**config.mk**
```make
export PLATFORM = sky130hd
export DESIGN_NAME = regfile_access_ctrl
export DESIGN_NICKNAME = d
export VERILOG_FILES = /design/src/rtl/regfile_access_ctrl_pkg.sv /design/src/rtl/regfile_access_ctrl.sv
export SDC_FILE = /design/constraint.sdc
export NUM_CORES = 1
export LEC_CHECK = 0
export ABC_CLOCK_PERIOD_IN_PS = 2900
export CORE_UTILIZATION = 46
export DETAILED_ROUTE_END_ITERATION = 8
export PLACE_DENSITY = 0.86
export SLEW_MARGIN = 20
export SYNTH_ARGS = -nofsm -noshare
export SYNTH_HDL_FRONTEND = slang
export SYNTH_SLANG_ARGS = --single-unit
```
**constraint.sdc**
```tcl
create_clock -name clk -period 2.9 [get_ports clk]
set_input_delay 0.29 -clock clk [delete_from_list [all_inputs] [get_ports clk]]
set_output_delay 0.29 -clock clk [all_outputs]
set_load 0.01 [all_outputs]
```
**src/rtl/regfile_access_ctrl_pkg.sv**
```systemverilog
// Shared defaults, signal levels and FSM encodings for regfile_access_ctrl.
// Holds ADDR_W/DATA_W/DATA_D defaults, HIGH/LOW, ENABLE_/DISABLE_, state_t.
package regfile_access_ctrl_pkg;

  localparam int RF_ADDR_W = 5;
  localparam int RF_DATA_W = 32;
  localparam int RF_DATA_D = 32;

  localparam logic HIGH = 1'b1;
  localparam logic LOW  = 1'b0;

  // Regfile write enable is active low.
  localparam logic ENABLE_  = 1'b0;
  localparam logic DISABLE_ = 1'b1;

  typedef enum logic [2:0] {
    ST_IDLE   = 3'd0,
    ST_WRITE  = 3'd1,
    ST_READ_A = 3'd2,
    ST_READ_B = 3'd3,
    ST_RESP   = 3'd4
  } state_t;

endpackage

```
**src/rtl/regfile_access_ctrl.sv**
```systemverilog
// Serialises one write + two reads onto a single-port regfile (2R1W view).
// Ports: clk/reset, req_* request handshake, rsp_* operand handshake,
//   rf_addr/rf_d_in/rf_we_/rf_d_out to the regfile macro.
// Option: define REGFILE_ZERO_REG_EN to hardwire register 0 to zero.
module regfile_access_ctrl
  import regfile_access_ctrl_pkg::*;
#(
  parameter int ADDR_W = RF_ADDR_W,
  parameter int DATA_W = RF_DATA_W,
  parameter int DATA_D = RF_DATA_D
) (
  input  logic              clk,
  input  logic              reset,
  input  logic              req_valid,
  output logic              req_ready,
  input  logic [ADDR_W-1:0] rd_a_addr,
  input  logic [ADDR_W-1:0] rd_b_addr,
  input  logic              wr_en,
  input  logic [ADDR_W-1:0] wr_addr,
  input  logic [DATA_W-1:0] wr_data,
  output logic              rsp_valid,
  input  logic              rsp_ready,
  output logic [DATA_W-1:0] rd_a_data,
  output logic [DATA_W-1:0] rd_b_data,
  output logic [ADDR_W-1:0] rf_addr,
  output logic [DATA_W-1:0] rf_d_in,
  output logic              rf_we_,
  input  logic [DATA_W-1:0] rf_d_out
);

  localparam logic [ADDR_W:0] LIMIT = (ADDR_W+1)'(DATA_D);

  state_t state;
  state_t state_n;

  logic              accept;
  logic [ADDR_W-1:0] a_q;
  logic [ADDR_W-1:0] b_q;
  logic              wen_q;
  logic [ADDR_W-1:0] waddr_q;
  logic [DATA_W-1:0] wdata_q;

  // An address is live when it maps to a real, writable register.
  function automatic logic live(input logic [ADDR_W-1:0] a);
    logic ok;
    ok = ({1'b0, a} < LIMIT);
`ifdef REGFILE_ZERO_REG_EN
    ok = ok && (a != '0);
`endif
    return ok;
  endfunction

  assign req_ready = (state == ST_IDLE) ? HIGH : LOW;
  assign rsp_valid = (state == ST_RESP) ? HIGH : LOW;
  assign accept    = req_valid && req_ready;

  always_ff @(posedge clk) begin
    if (reset) state <= ST_IDLE;
    else       state <= state_n;
  end

  always_comb begin
    state_n = state;
    unique case (state)
      ST_IDLE: begin
        if (accept) state_n = wr_en ? ST_WRITE : ST_READ_A;
      end
      ST_WRITE:  state_n = ST_READ_A;
      ST_READ_A: state_n = ST_READ_B;
      ST_READ_B: state_n = ST_RESP;
      ST_RESP: begin
        if (rsp_ready) state_n = ST_IDLE;
      end
      default:   state_n = ST_IDLE;
    endcase
  end

  always_ff @(posedge clk) begin
    if (reset) begin
      a_q     <= '0;
      b_q     <= '0;
      wen_q   <= LOW;
      waddr_q <= '0;
      wdata_q <= '0;
    end else if (accept) begin
      a_q     <= rd_a_addr;
      b_q     <= rd_b_addr;
      wen_q   <= wr_en;
      waddr_q <= wr_addr;
      wdata_q <= wr_data;
    end
  end

  // Operands are captured at the edge closing each read cycle and
  // then held untouched through RESP.
  always_ff @(posedge clk) begin
    if (reset) begin
      rd_a_data <= '0;
      rd_b_data <= '0;
    end else begin
      if (state == ST_READ_A)
        rd_a_data <= live(a_q) ? rf_d_out : '0;
      if (state == ST_READ_B)
        rd_b_data <= live(b_q) ? rf_d_out : '0;
    end
  end

  // Reset gates the write enable so a write caught mid-flight by
  // reset never lands in the regfile.
  always_comb begin
    rf_addr = '0;
    rf_d_in = '0;
    rf_we_  = DISABLE_;
    unique case (state)
      ST_WRITE: begin
        rf_addr = waddr_q;
        rf_d_in = wdata_q;
        if (wen_q && live(waddr_q) && !reset)
          rf_we_ = ENABLE_;
      end
      ST_READ_A: rf_addr = a_q;
      ST_READ_B: rf_addr = b_q;
      default: begin
        rf_addr = '0;
        rf_d_in = '0;
        rf_we_  = DISABLE_;
      end
    endcase
  end

endmodule

```
# Word-level counts from Yosys, hierarchy flattened

Index checks and enable logic that the tools add are counted.

Memory bits (read-only): 0
Logic and storage cells: 29
Memories: 0
Latch bits: 0
RAM bits: 0
Output and inout bits: 104
Input bits: 84
Flip-flop bits (word level): 115

Reductions and logical operators: 5
Bitwise gates (word level): 0
Mux-type cells: 10
$lt $le $gt $ge: 0
Multiply operators: 0
Equal/unequal tests: 6
Shift-type cells: 0
Div/mod/pow operators: 0
Add/sub/neg operators: 0

Operator list:

| kind                                                                   | number |
|---|---|
| 32-bit two-way mux                                                     | 1 |
| 3-bit one-hot mux with 5 select lines                                  | 1 |
| 5-bit one-hot mux with 3 select lines                                  | 1 |
| 3-bit by 2-bit equality test with 1-bit output (second input constant) | 2 |
| 3-bit two-way mux                                                      | 2 |
| 1-bit two-way mux                                                      | 4 |
| 2-bit != test (second input constant)                                  | 2 |
| 3-bit by 1-bit equality test with 1-bit output (second input constant) | 1 |
| 3-bit equality test (second input constant)                            | 1 |
| 3-bit logical NOT                                                      | 1 |
| 1-bit logical AND                                                      | 2 |
| 2-bit two-way mux                                                      | 1 |
| 2-bit AND reduction                                                    | 1 |
| 1-bit logical NOT                                                      | 1 |

# Longest topological paths before layout

Depth after elaboration: 5
Gate-level depth with buffers: 6
Depth with buffers taken out: 3

# Least setup slack after synthesis

Ideal clock, no wire load.

Path type: register to output
Start point: register state[0]
End point: output port rf_d_in[22]
Path buffers: 2
Data required time: 2.610 ns
Arrival time: 1.319 ns
Cell stages (with the launch flop): 6
Path slack: 1.291 ns
Cell sequence: dfxtp_1 > buf_4 > nor2b_1 > and2b_1 > clkbuf_1 > and2_1

Cells in the longest elaborated chain, start to end: 2

RTL lines:

| what                                           | RTL line                   | RTL |
|---|---|---|
| start: declaration                             | regfile_access_ctrl.sv:33  | `state_t state;` |
| start signal: assignment                       | regfile_access_ctrl.sv:59  | `else state <= state_n;` |
| 3-bit by 1-bit equality test with 1-bit output | regfile_access_ctrl.sv:114 | `unique case (state)` |
| 32-bit two-way mux                             | regfile_access_ctrl.sv:114 |  |
| end: declaration                               | regfile_access_ctrl.sv:26  | `output logic [DATA_W-1:0] rf_d_in,` |

Every way passes these cells.

# Worst setup path in the final report

Start point: register state[1]
End point: output port rf_d_in[17]

The elaborated chain is that of the path after synthesis.

==> impl_metrics.yaml <==
run_status:
  status: "finished clean"
layout:
  fillers: 675
  ff_latch_area_mm2: 0.00230
  mostFrequentLayoutCell: "nand2_1"
  area_growth_pct: 56.2
  multi_input_area_mm2: 0.00189
  drive_gt1_frac: 0.0647
  final_cells: 871
  mostFrequentLayoutCells: "nand2_1, clkdlybuf4s50_1, dfxtp_1, a21oi_1, and2_1"
  antenna_cells: 0
  final_nets: 815
route:
  wire_per_inst_um: 14.6
  drt.antenna.violating_nets: 0
  vias_per_cell: 5.04
  drc: 0
  drtPass1Iterations: 4
  vias: 4391
  wl_um: 12700
  drtIter0Drc: 200
synthesis:
  ys_async_sr_fraction: 0
  netlist_area_mm2: 0.00440
  yosysUniqueCellTypes: 25
  seq_area_frac_synth: 0.523
  synth_warnings: 0
  synthCells: 565
  synth-edff-count: 0
  synth_fp_nets: 649
  synth_ff_type: "dfxtp_1"
  ys_ff_latch: 115
  syn_avg_cell_area_um2: 7.79
power_and_ir_drop:
  p_comb_frac: 0.138
  sw_frac_of_total: 0.241
  sequentialPowerShare: 0.396
  p_sw_mw: 1.06
  pwr_density_cell_mw_per_mm2: 641
  finalPower_mw: 4.40
  p_int_mw: 3.34
  total_leakage_power_nw: 2.49
  vdd_drop_max_mv: 0.431
  pwr-share-clk: 0.466
clock_tree:
  worst_skew_pair.late_latency_ns: 0.50
  htree_levels: 4
  clk_pin_slew_worst_paths_ns: 0.05
  post_cts_buffers: 0
  cts_buffers: 17
  clk_path_buf_depth: 2
  cts_sinks: 115
  clockRootBuffer: "clkbuf_8"
  cts_tree: "built"
worst_setup_path:
  critPathRequiredTime_ns: 2.61
  critical_path_class: "reg2out"
  critPathArrivalTime_ns: 2.40
  worst-path-buf-inv: 1
  cp_max_fo: 33
  worstPathCellList: "nor2b_2 > and2b_4 > and2_1 > clkdlybuf4s50_1"
  crit_slowest_cell: "clkdlybuf4s50_1"
  critPathMaxStageDelay_ns: 0.54
  worstSetupEndpointType: "output pin"
  cp-start-kind: "flop"
  crit_family: "simple AND/OR/NAND/NOR gates"
sta:
  hold_viol: 0
  setup-violations-final: 0
  period_share: 0.928
  worst_slew_pin_slew_ns: 0.761
  max_freq_ghz: 0.371
  slew_headroom: 0.492
  grt_setup_unrepaired: "false"
  hold_ws_ns: 0.278
  finalSetupTns_ns: 0
  fin_crit_ns: 2.69
  final_max_slew_viol_count: 0
  finClkSkew_ns: 0.00979
min_path:
  hp-class: "in2reg"
global_route:
  use_met1: 0.294
  grt_start_max_net_pins: 65
  antenna_found_initial: 0
  busiest_layer: "met2"
  grt_use_total: 0.254
  grt_pass1_wl_um: 20000
  grt_pass1_vias: 4283
  gr-total-overflow: 0
  use_met2: 0.432
  met3_usage: 0.0829
floorplanning:
  start_util: 0.476
  die_area_mm2: 0.00996
  core_area_mm2: 0.00924
  placementRows: 35
  ios: 188
  die_w_um: 99.8
  die_h_um: 99.8
job:
  drv_cap: 0
place:
  place_inst: 841
  port-buffer-count: 187
  dp_hpwl_um: 8450
  gp_congestion: 0.805
worst paths after layout:
kind	startpoint	cells after the start	endpoint	slack, ns
hold / removal	reset	2	b_q[3]$_SDFFE_PP0P_	0.28
hold reg to reg	wdata_q[17]$_SDFFE_PP0P_	2	wdata_q[17]$_SDFFE_PP0P_	0.45
setup / recovery	state[1]$_SDFFE_PP0P_	4	rf_d_in[17]	0.21
setup reg to reg	state[1]$_SDFFE_PP0P_	3	rd_a_data[31]$_SDFFE_PP0N_	0.96
flip-flops by register name (all words and copies together) (netlist names):
| signal | flops |
|---|---|
| a_q | 5 |
| b_q | 5 |
| rd_a_data | 32 |
| rd_b_data | 32 |
| state | 3 |
| waddr_q | 5 |
| wdata_q | 32 |
| wen_q | 1 |
through the flow:
step	instance area [um^2]	worst slack (ns)	utilization
after floorplan	4400	1.29	-
after global placement	6280	0.474	0.680
after global routing	6870	0.0392	0.744
final	6870	0.208	0.744
after CTS	6870	0.0769	0.744
after detailed placement	6280	0.283	0.680
worst reg2reg max path: cells and delay by family (launching register included):
kind / cells / cell delay (ns)
AOI/OAI and AO/OA: 1 / 0.08
and+or+nand+nor: 2 / 1.02
DFF: 1 / 0.69
kinds of logic (layout without fill, tap and decap cells):
family | after synthesis | in the layout | synth area share
compound gates | 122 | 122 | 0.144
buf+inv | 46 | 223 | 0.0506
flops | 115 | 115 | 0.523
simple gates | 277 | 277 | 0.269
mux | 5 | 5 | 0.0128
what timing repair did:
action / 4_1_cts / 5_1_grt
endpoints found under the setup margin: 33 / 32
hold buffers: 0 / 0
resized for setup: 2 / 1
cells in the mapped netlist, drive strengths merged, types with 2 or more instances:
library cell | n | area share
nand2 | 224 | 0.19
dfxtp | 115 | 0.52
nor2b | 2 | 0.0028
clkbuf | 26 | 0.022
and2 | 33 | 0.047
buf | 20 | 0.028
mux2 | 5 | 0.013
nor2 | 7 | 0.0060
nand3b | 3 | 0.0051
a21oi | 113 | 0.13
a22oi | 5 | 0.0085
nor3 | 2 | 0.0023
metal layers:
metal | share of wire | wire length (um) | vias up
li1 | - | - | 2156
met1 | 0.41 | 5270 | 2034
met2 | 0.47 | 6000 | 176
met3 | 0.089 | 1130 | 25
met4 | 0.024 | 299 | 0
met5 | 0 | 0 | -
power by group through the flow:
| stage | clock (mW) | sequential (mW) | combinational [mW] |
|---|---|---|---|
| finish | 2.05 | 1.74 | 0.606 |
| detailed placement | 0 | 1.77 | 0.601 |
| global route | 2.16 | 1.76 | 0.659 |
| CTS | 2.08 | 1.74 | 0.607 |
| global placement | 0 | 1.77 | 0.588 |
| floorplan | 0 | 1.77 | 0.302 |
area by class of cell:
class	instances	area share
timing repair buffer	193	0.280
sequential	115	0.335
clock buffer	20	0.0663
multi-input combinational	404	0.276
clock inverter	10	0.0193
tap	129	0.0235
No activity file was read; power rests on OpenSTA's default activity.
